**config.mk**
```make
export PLATFORM = sky130hd
export DESIGN_NAME = ebi_vga_display_driver
export DESIGN_NICKNAME = d
export VERILOG_FILES = /design/src/rtl/display_pkg.sv /design/src/rtl/vga_timing.sv /design/src/rtl/ebi_vga_display_driver.sv
export SDC_FILE = /design/constraint.sdc
export NUM_CORES = 1
export LEC_CHECK = 0
export BUFFER_PORTS_ARGS = -buffer_cell sky130_fd_sc_hd__clkbuf_2
export CELL_PAD_IN_SITES_DETAIL_PLACEMENT = 2
export CELL_PAD_IN_SITES_GLOBAL_PLACEMENT = 2
export CORE_MARGIN = 2
export CORE_UTILIZATION = 43
export DETAILED_ROUTE_END_ITERATION = 8
export PLACE_DENSITY = 0.87
export SKIP_LAST_GASP = 1
export SYNTH_ARGS = -nofsm -noshare
export SYNTH_HDL_FRONTEND = slang
export SYNTH_SLANG_ARGS = --single-unit
```
**constraint.sdc**
```tcl
create_clock -name clk_100m -period 2.64 [get_ports clk_100m]
set_clock_uncertainty 0.05 [all_clocks]
set_input_delay 0.528 -clock clk_100m [delete_from_list [all_inputs] [get_ports clk_100m]]
set_output_delay 0.528 -clock clk_100m [all_outputs]
set_load 0.1 [all_outputs]
```
**src/rtl/display_pkg.sv**
```systemverilog
// Shared VGA timing constants, colour type and bar helper for the EBI display driver.
// Optional VGA_BORDER_EN build draws a white frame around the visible area.
package display_pkg;

   localparam int H_VIS        = 640;
   localparam int H_FP         = 16;
   localparam int H_SYNC       = 96;
   localparam int H_BP         = 48;
   localparam int H_TOTAL      = H_VIS + H_FP + H_SYNC + H_BP;
   localparam int H_SYNC_START = H_VIS + H_FP;
   localparam int H_SYNC_END   = H_SYNC_START + H_SYNC;

   localparam int V_VIS        = 480;
   localparam int V_FP         = 10;
   localparam int V_SYNC       = 2;
   localparam int V_BP         = 33;
   localparam int V_TOTAL      = V_VIS + V_FP + V_SYNC + V_BP;
   localparam int V_SYNC_START = V_VIS + V_FP;
   localparam int V_SYNC_END   = V_SYNC_START + V_SYNC;

   localparam int PIX_DIV  = 4;
   localparam int BAR_W    = 40;
   localparam int NUM_REGS = 16;

   typedef struct packed {
      logic [3:0] r;
      logic [3:0] g;
      logic [3:0] b;
   } rgb444_t;

   // x / BAR_W by comparison chain, avoids a generic divider
   function automatic logic [3:0] bar_index(input logic [9:0] x);
      logic [3:0] idx;
      idx = '0;
      for (int i = 1; i < NUM_REGS; i++) begin
         if (x >= 10'(i * BAR_W)) idx = 4'(i);
      end
      return idx;
   endfunction

endpackage

```
**src/rtl/vga_timing.sv**
```systemverilog
// 640x480@60 scan generator: 25 MHz pixel enable from 100 MHz, h/v counters and
// combinational sync/visible flags that the top registers on the pixel enable.
module vga_timing
   import display_pkg::*;
(
   input  logic       i_clk,
   input  logic       i_rst_n,
   output logic       o_pix_en,
   output logic [9:0] o_x,
   output logic [9:0] o_y,
   output logic       o_visible,
   output logic       o_hsync_n,
   output logic       o_vsync_n
);

   logic [1:0] r_div;
   logic [9:0] r_h;
   logic [9:0] r_v;
   logic       w_pix_en;
   logic       w_h_last;
   logic       w_v_last;

   assign w_pix_en = (r_div == 2'(PIX_DIV - 1));
   assign w_h_last = (r_h == 10'(H_TOTAL - 1));
   assign w_v_last = (r_v == 10'(V_TOTAL - 1));

   always_ff @(posedge i_clk or negedge i_rst_n) begin
      if (!i_rst_n) begin
         r_div <= '0;
      end else if (w_pix_en) begin
         r_div <= '0;
      end else begin
         r_div <= r_div + 2'd1;
      end
   end

   always_ff @(posedge i_clk or negedge i_rst_n) begin
      if (!i_rst_n) begin
         r_h <= '0;
         r_v <= '0;
      end else if (w_pix_en) begin
         if (w_h_last) begin
            r_h <= '0;
            r_v <= w_v_last ? 10'd0 : r_v + 10'd1;
         end else begin
            r_h <= r_h + 10'd1;
         end
      end
   end

   assign o_pix_en  = w_pix_en;
   assign o_x       = r_h;
   assign o_y       = r_v;
   assign o_visible = (r_h < 10'(H_VIS)) && (r_v < 10'(V_VIS));
   assign o_hsync_n = !((r_h >= 10'(H_SYNC_START)) && (r_h < 10'(H_SYNC_END)));
   assign o_vsync_n = !((r_v >= 10'(V_SYNC_START)) && (r_v < 10'(V_SYNC_END)));

endmodule

```
**src/rtl/ebi_vga_display_driver.sv**
```systemverilog
// EBI-written 16-entry colour register file driving 16 VGA colour bars.
// Define VGA_BORDER_EN to overlay a white border on the visible area edges.
module ebi_vga_display_driver
   import display_pkg::*;
(
   input  logic        clk_100m,
   input  logic        btn_rst,
   input  logic [15:0] EBI_AD,
   input  logic        EBI_ALE,
   input  logic        EBI_CS,
   input  logic        EBI_RE,
   input  logic        EBI_WE,
   output logic        vga_hsync,
   output logic        vga_vsync,
   output logic [3:0]  vga_r,
   output logic [3:0]  vga_g,
   output logic [3:0]  vga_b
);

   logic [15:0] r_ad_s1;
   logic [15:0] r_ad_s2;
   logic [2:0]  r_ctl_s1;
   logic [2:0]  r_ctl_s2;
   logic        r_ale_d;
   logic        r_we_d;
   logic [3:0]  r_addr;
   logic        r_addr_valid;
   rgb444_t     r_regs [NUM_REGS];
   rgb444_t     r_rgb;
   logic        r_hsync;
   logic        r_vsync;

   logic        w_ale;
   logic        w_cs_n;
   logic        w_we;
   logic        w_ale_rise;
   logic        w_we_rise;
   logic        w_pix_en;
   logic [9:0]  w_x;
   logic [9:0]  w_y;
   logic        w_visible;
   logic        w_hsync_n;
   logic        w_vsync_n;
   logic [3:0]  w_bar;
   rgb444_t     w_col;
   logic        w_unused_re;

   assign w_unused_re = EBI_RE;

   // Strobes idle high, so reset them high to avoid a false edge on release
   always_ff @(posedge clk_100m or negedge btn_rst) begin
      if (!btn_rst) begin
         r_ad_s1  <= '0;
         r_ad_s2  <= '0;
         r_ctl_s1 <= '1;
         r_ctl_s2 <= '1;
         r_ale_d  <= 1'b1;
         r_we_d   <= 1'b1;
      end else begin
         r_ad_s1  <= EBI_AD;
         r_ad_s2  <= r_ad_s1;
         r_ctl_s1 <= {EBI_ALE, EBI_CS, EBI_WE};
         r_ctl_s2 <= r_ctl_s1;
         r_ale_d  <= w_ale;
         r_we_d   <= w_we;
      end
   end

   assign w_ale      = r_ctl_s2[2];
   assign w_cs_n     = r_ctl_s2[1];
   assign w_we       = r_ctl_s2[0];
   assign w_ale_rise = w_ale && !r_ale_d;
   assign w_we_rise  = w_we && !r_we_d;

   always_ff @(posedge clk_100m or negedge btn_rst) begin
      if (!btn_rst) begin
         r_addr       <= '0;
         r_addr_valid <= 1'b0;
      end else if (w_ale_rise && !w_cs_n) begin
         r_addr       <= r_ad_s2[3:0];
         r_addr_valid <= (r_ad_s2[15:4] == 12'd0);
      end
   end

   always_ff @(posedge clk_100m or negedge btn_rst) begin
      if (!btn_rst) begin
         for (int i = 0; i < NUM_REGS; i++) r_regs[i] <= '0;
      end else if (w_we_rise && !w_cs_n && r_addr_valid) begin
         r_regs[r_addr] <= rgb444_t'(r_ad_s2[11:0]);
      end
   end

   vga_timing u_timing (
      .i_clk     (clk_100m),
      .i_rst_n   (btn_rst),
      .o_pix_en  (w_pix_en),
      .o_x       (w_x),
      .o_y       (w_y),
      .o_visible (w_visible),
      .o_hsync_n (w_hsync_n),
      .o_vsync_n (w_vsync_n)
   );

   assign w_bar = bar_index(w_x);

   always_comb begin
      w_col = r_regs[w_bar];
`ifdef VGA_BORDER_EN
      if ((w_x == 10'd0) || (w_x == 10'(H_VIS - 1)) ||
          (w_y == 10'd0) || (w_y == 10'(V_VIS - 1))) begin
         w_col = '1;
      end
`else
      w_col = r_regs[w_bar];
`endif
   end

   // Sync and colour share one pixel of latency from the counters
   always_ff @(posedge clk_100m or negedge btn_rst) begin
      if (!btn_rst) begin
         r_rgb   <= '0;
         r_hsync <= 1'b1;
         r_vsync <= 1'b1;
      end else if (w_pix_en) begin
         r_rgb   <= w_visible ? w_col : '0;
         r_hsync <= w_hsync_n;
         r_vsync <= w_vsync_n;
      end
   end

   assign vga_hsync = r_hsync;
   assign vga_vsync = r_vsync;
   assign vga_r     = r_rgb.r;
   assign vga_g     = r_rgb.g;
   assign vga_b     = r_rgb.b;

endmodule

```
### Word-level counts from Yosys, hierarchy flattened

Cells that the tools add are included.

* bits in registers: 273
* input bits: 22
* output and inout bits: 14
* word-level logic and storage cells: 137

* $add $sub $neg: 3
* $lt $le $gt $ge: 24
* eq/ne operators: 3
* muxes and demuxes: 25
* bitwise operators: 2
* reduce and logical (&&, ||, !) cells: 16

Operators by type and width (count)
* bitwise mux 192 bit: 1
* >= comparator 10 x 9 -> 1 bit (second input constant): 7
* 2-to-1 mux 4 bit: 14
* binary-select mux 12 bit (select 4 bit): 1
* demux 12 bit (select 4 bit): 1
* 2-to-1 mux 12 bit: 4
* >= comparator 10 bit (second input constant): 4
* >= comparator 10 x 8 -> 1 bit (second input constant): 3
* adder 10 x 1 -> 10 bit (second input constant): 2
* equality test 10 bit (second input constant): 2
* >= comparator 10 x 7 -> 1 bit (second input constant): 2
* < comparator 10 bit (second input constant): 2
* < comparator 10 x 9 -> 1 bit (second input constant): 2
* 2-to-1 mux 10 bit: 2
* logical NOT 12 bit: 1
* >= comparator 10 x 6 -> 1 bit (second input constant): 1
* >= comparator 5 bit (second input constant): 2
* inverter 4 -> 5 bit: 2
* logical AND 1 bit: 9
* logical NOT 1 bit: 5
* < comparator 5 x 1 -> 1 bit (second input constant): 1
* adder 2 x 1 -> 2 bit (second input constant): 1
* equality test 2 bit (second input constant): 1
* 2-to-1 mux 2 bit: 1
* other kinds (2): 2

### Logic depth before layout (Yosys ltp)

* depth in word-level cells: 21
* gate-level depth with buffers: 11
* mapped depth without buffers: 7

### Cells and area by module

A second synthesis with hierarchy kept.

* cells, all modules: 999
* area total of the unflattened synthesis: 12654.6 µm²

Modules (own cells, without submodules)
* ebi_vga_display_driver: times used 1, cells each 884, area an instance 11491.0 µm², sequential area each 6293.5 µm²
* vga_timing: times used 1, cells each 115, area an instance 1163.6 µm², sequential area each 550.5 µm²

### Worst setup path before layout

Ideal clock, no wire load.

* kind: register to register
* from: reg u_timing.r_h[4], in the netlist u_timing.o_x[4]
* to: reg r_rgb, in the netlist vga_b[0]
* setup time: 0.135 ns
* arrival time: 2.169 ns
* data required time: 2.455 ns
* slack: 0.286 ns
* stages on the path, launching flop included: 12
* cell sequence: dfrtp_1 > buf_2 > nand4bb_4 > and3_1 > a311o_1 > clkbuf_1 > buf_2 > buf_2 > nand3_1 > a21oi_1 > o41ai_1 > nand3_1

* word-level cells in the longest chain between the ends: 21
* elaborated cells on any way between the ends: 37

Ends and longest elaborated chain
* start, declared: line vga_timing.sv:17 `logic [9:0] r_h;`
* start signal, assigned: line vga_timing.sv:46 `r_h <= r_h + 10'd1;`
* >= comparator 10 x 6 -> 1 bit: line display_pkg.sv:36 `if (x >= 10'(i * BAR_W)) idx = 4'(i);`
* 2-to-1 mux 1 bit: line display_pkg.sv:36
* 2-to-1 mux 4 bit (14 in a row): line display_pkg.sv:36
* inverter 4 -> 5 bit (implied by the code): line ebi_vga_display_driver.sv:114 `w_col = r_regs[w_bar];`
* binary-select mux 12 bit (select 4 bit): line ebi_vga_display_driver.sv:114
* 2-to-1 mux 12 bit (implied by the code) (2 in a row): line ebi_vga_display_driver.sv:114
* 2-to-1 mux 12 bit (*): line ebi_vga_display_driver.sv:125 `r_rgb <= w_visible ? w_col : '0;`
* end signal, assigned: line ebi_vga_display_driver.sv:125
* end, declared: line ebi_vga_display_driver.sv:29 `rgb444_t r_rgb;`

Mark *: on every way between the ends. The rest lies on a longest branch, timed or not. The select of a mux whose other input is x is not followed.
A chain may end at the register's enable or synchronous reset.

### Worst setup path after layout

* from: reg u_timing.r_h[7], in the netlist u_timing.o_x[7]
* to: reg r_rgb, in the netlist vga_r[0]

The elaborated chain is that of the path after synthesis.

==> metrics.md <==
| Metric | Value |
|---|---|
| Status | finished, violations left |
| Failing checks | hold timing, setup timing |
| # port buffers | 34 |
| Clock latency on the worst-skew pair | 0.60 ns |
| Yosys warns | 0 |
| Largest cells by area after synthesis | dfrtp_1, mux2_2, nand3_1 |
| Clk sink count | 273 |
| Post-synth EDFFs | 0 |
| Max rail drop VDD | around 0.00049 V |
| Slowest CP cell | o41ai_2 |
| Final Max Slew Viols | 0 |
| Area leader, netlist | dfrtp_1 |
| FMAX | just under 300 MHz |
| CP Max Fanout | 10 |
| Initial antenna violation count | 2 |
| Die width | 174 um |
| Global route total overflow | 0 |
| Final setup fails | 12 |
| Synth Instances | between 1k and 1.5k |
| DRT Pass-1 Iters | 5 |
| Max cap viols | 0 |
| Setup repair after global routing missed its margin | true |
| CP endpoint kind | register |
| CTS tree | done |
| Final min period | between 3 and 4 ns |
| Reg2Reg Depth | 10 |
| Leakage | roughly 7 nW |
| Largest net degree at the start of global routing | 72 |
| Gr usage total | a little over 40% |
| Hold slack | -0.0111 ns |
| Share of Yosys cell area claimed by the top area cell type | 52.9% |
| Final GP Congestion | ~0.8 |
| Setup TNS | -4.13 ns |
| Die span in y | between 150 and 200 um |
| Via count | ~12k |
| Post-route ant nets | 0 |
| Num rows | 62 |
| Area Growth Syn to Fin | 27.0% |
| Placement-stage cell area | roughly 14000 um^2 |
| HP Class | primary input to register |
| Crit path arrival time | around 3.7 ns |
| Top cells by count, synth | dfrtp_1, mux2_2, nand3_1, o21ai_0, a21oi_1 |
| Io pins | 36 |
| Via/cell ratio | 7.26 |
| Wire per inst | 44.2 um |
| Critical path class | register to register |
| Core area | between 20000 and 30000 um^2 |
| Final nets | roughly 1.2k |
| Estimated wirelength of the detail-placed design | 28.8 mm |
| Worst setup SP type | register |
| Critical path's most frequent cell | buf_6 |
| Most numerous cell in the Yosys netlist | dfrtp_1 |
| Post-synthesis instance area | ~12000 um^2 |
| CTS max path bufs | 3 |
| Post-route DRC | 0 |
| Period Utilization, post-route | 128% |
| Layout cell share with drive strength beyond 1 | 43.1% |
| Root Buffer | clkbuf_16 |
| Register bit total from synthesis | 273 |
| Post-synth net total | 1110 |
| DR iter-0 viols | 1372 |
| Final WS setup | -0.749 ns |
| Final non-filler cell area | 15800 um^2 |
| Number of buffers created by CTS | 30 |
| Hold depth | 1 |
| Main flop type after synthesis | dfrtp_1 |
| Worst rel slew slack | between 30 and 40% |
| Req. time, crit path | 2.98 ns |
| Crit-path cells | buf_6 > a21o_1 > a311o_2 > buf_6 > buf_12 > buf_6 > nand3_1 > a21oi_1 > o41ai_2 > nand3_2 |
| First-pass GRT wire length | 90.5 mm |
| Pwr per Cell Area | approximately 590 nW/um^2 |
| Worst-path clk slew | about 0.07 ns |
| Ys async rst share | between 90% and 100% |
| Die area | just over 30000 um^2 |
| Syn avg cell area | about 11 um^2 |
| Vias in the first global route | around 13k |
| Final hold vios | 4 |
| Final wirelength | between 70 and 80 mm |
| Crit-path max cell delay | between 0.6 and 0.7 ns |
| # H-tree levels | 1 |
| Worst Tran Pin Value | 0.937 ns |
| Initial Util | 43.4% |
| Netlist cell types | approximately 60 |
| Post-synthesis sequential area ratio | a little under three fifths |
## metrics by stage
stage	cells	util, %	hold WS (ns)	total power (W)	setup WS, ns
4_1_cts	1572	52.8	0.00152	0.00918	-0.0223
3_3_place_gp	1501	47.5	0.282	0.00453	-0.0715
3_5_place_dp	1501	47.5	0.290	0.00455	-0.278
2_1_floorplan	1083	-	0.182	0.00439	0.286
6_report	1599	55.2	-0.0111	0.00937	-0.749
5_1_grt	1598	55.2	-0.0150	0.00948	-0.687
## report_power, final
part           internal, W  total, W  switching, W
logic            0.0000498  0.000182      0.000132
registers          0.00423   0.00434      0.000111
clock network      0.00272   0.00485       0.00213
total              0.00699   0.00937       0.00237
## registers in the layout, indices dropped and copies added (netlist names), 2 cells and up
register,count
r_regs,192
vga_g,4
r_addr,4
r_ad_s2,16
r_ctl_s1,3
u_timing.o_x,10
vga_r,4
u_timing.r_div,2
r_ad_s1,16
r_ctl_s2,3
vga_b,4
u_timing.o_y,10
## worst paths after layout
| check | from | endpoint | slack, ns |
|---|---|---|---|
| max | u_timing.o_x[7]$_DFFE_PN0P_ | vga_r[0]$_DFFE_PN0P_ | -0.75 |
| min | EBI_AD[8] | r_ad_s1[8]$_DFF_PN0_ | -0.01 |
| max reg2reg | u_timing.o_x[7]$_DFFE_PN0P_ | vga_r[0]$_DFFE_PN0P_ | -0.75 |
| min reg2reg | r_ad_s1[12]$_DFF_PN0_ | r_ad_s2[12]$_DFF_PN0_ | 0.30 |
| max in group asynchronous | btn_rst | vga_r[3]$_DFFE_PN0P_ | 1.09 |
| min in group asynchronous | btn_rst | r_addr_valid$_DFFE_PN0P_ | 0.46 |
## timing repair
item | 4_1_cts | 5_1_grt
gates resized for setup | 51 | 95
buffers inserted | 10 | 24
pin swaps | 13 | 34
hold buffers | 4 | 2
cloned | 3 | 2
hold endpoints to repair | 66 | 2
setup endpoints to repair | 107 | 28
## final cells by class
type | count | area, um^2
antenna | 1 | 2.50
fill | 2592 | 12800
clock inverter | 17 | 228
timing repair buffer | 170 | 1580
sequential | 273 | 6850
multi-input combinational | 702 | 5770
tap | 384 | 480
clock buffer | 37 | 828
inverter | 15 | 56.3
## worst max-delay path, delay by kind of cell (launching register included)
kind,cells,cell delay [ns]
and+or+nand+nor,2,0.44
DFF,1,0.47
AOI/OAI and AO/OA,4,1.57
buffers and inverters,4,0.63
## cells by family (layout without fill, tap and decap cells)
logic type                 Yosys count  in the layout  share of synthesized area (%)
AOI/OAI and AO/OA                  253            253                           12.0
xor gates and xnor gates            14             14                          0.986
adders and majority gates            6              6                          0.584
buffers and inverters              108            239                           3.44
DFF                                273            273                           55.0
muxes                              200            200                           18.3
other                                0              1                              0
and+or+nand+nor                    229            229                           9.65
## routing by layer
layer / wire, um / vias to the layer above / track usage (%)
li1: - / 4141 / -
met1: 24300 / 5952 / 47.6
met2: 32200 / 1054 / 67.6
met3: 7000 / 464 / 7.98
met4: 7060 / 2 / 30.1
met5: 11 / - / 0
## cell usage in the layout (no fill, tap or decap), types with 7 or more instances in the layout
master | netlist | final
o41ai_2 | 0 | 17
a21oi_2 | 0 | 20
nor2_1 | 25 | 23
o21ai_1 | 0 | 12
buf_4 | 2 | 96
clkbuf_16 | 0 | 33
buf_12 | 0 | 15
nand3_2 | 0 | 14
nand4_1 | 7 | 7
nand2_1 | 33 | 33
mux2_2 | 195 | 195
nand2b_1 | 15 | 14
xnor2_1 | 10 | 10
nand3_1 | 107 | 88
buf_6 | 0 | 12
inv_1 | 14 | 14
dfrtp_1 | 263 | 258
o21ai_0 | 99 | 83
dfstp_2 | 10 | 10
clkbuf_2 | 0 | 33
a21oi_1 | 97 | 74
Power figures use the tool's default switching activity.
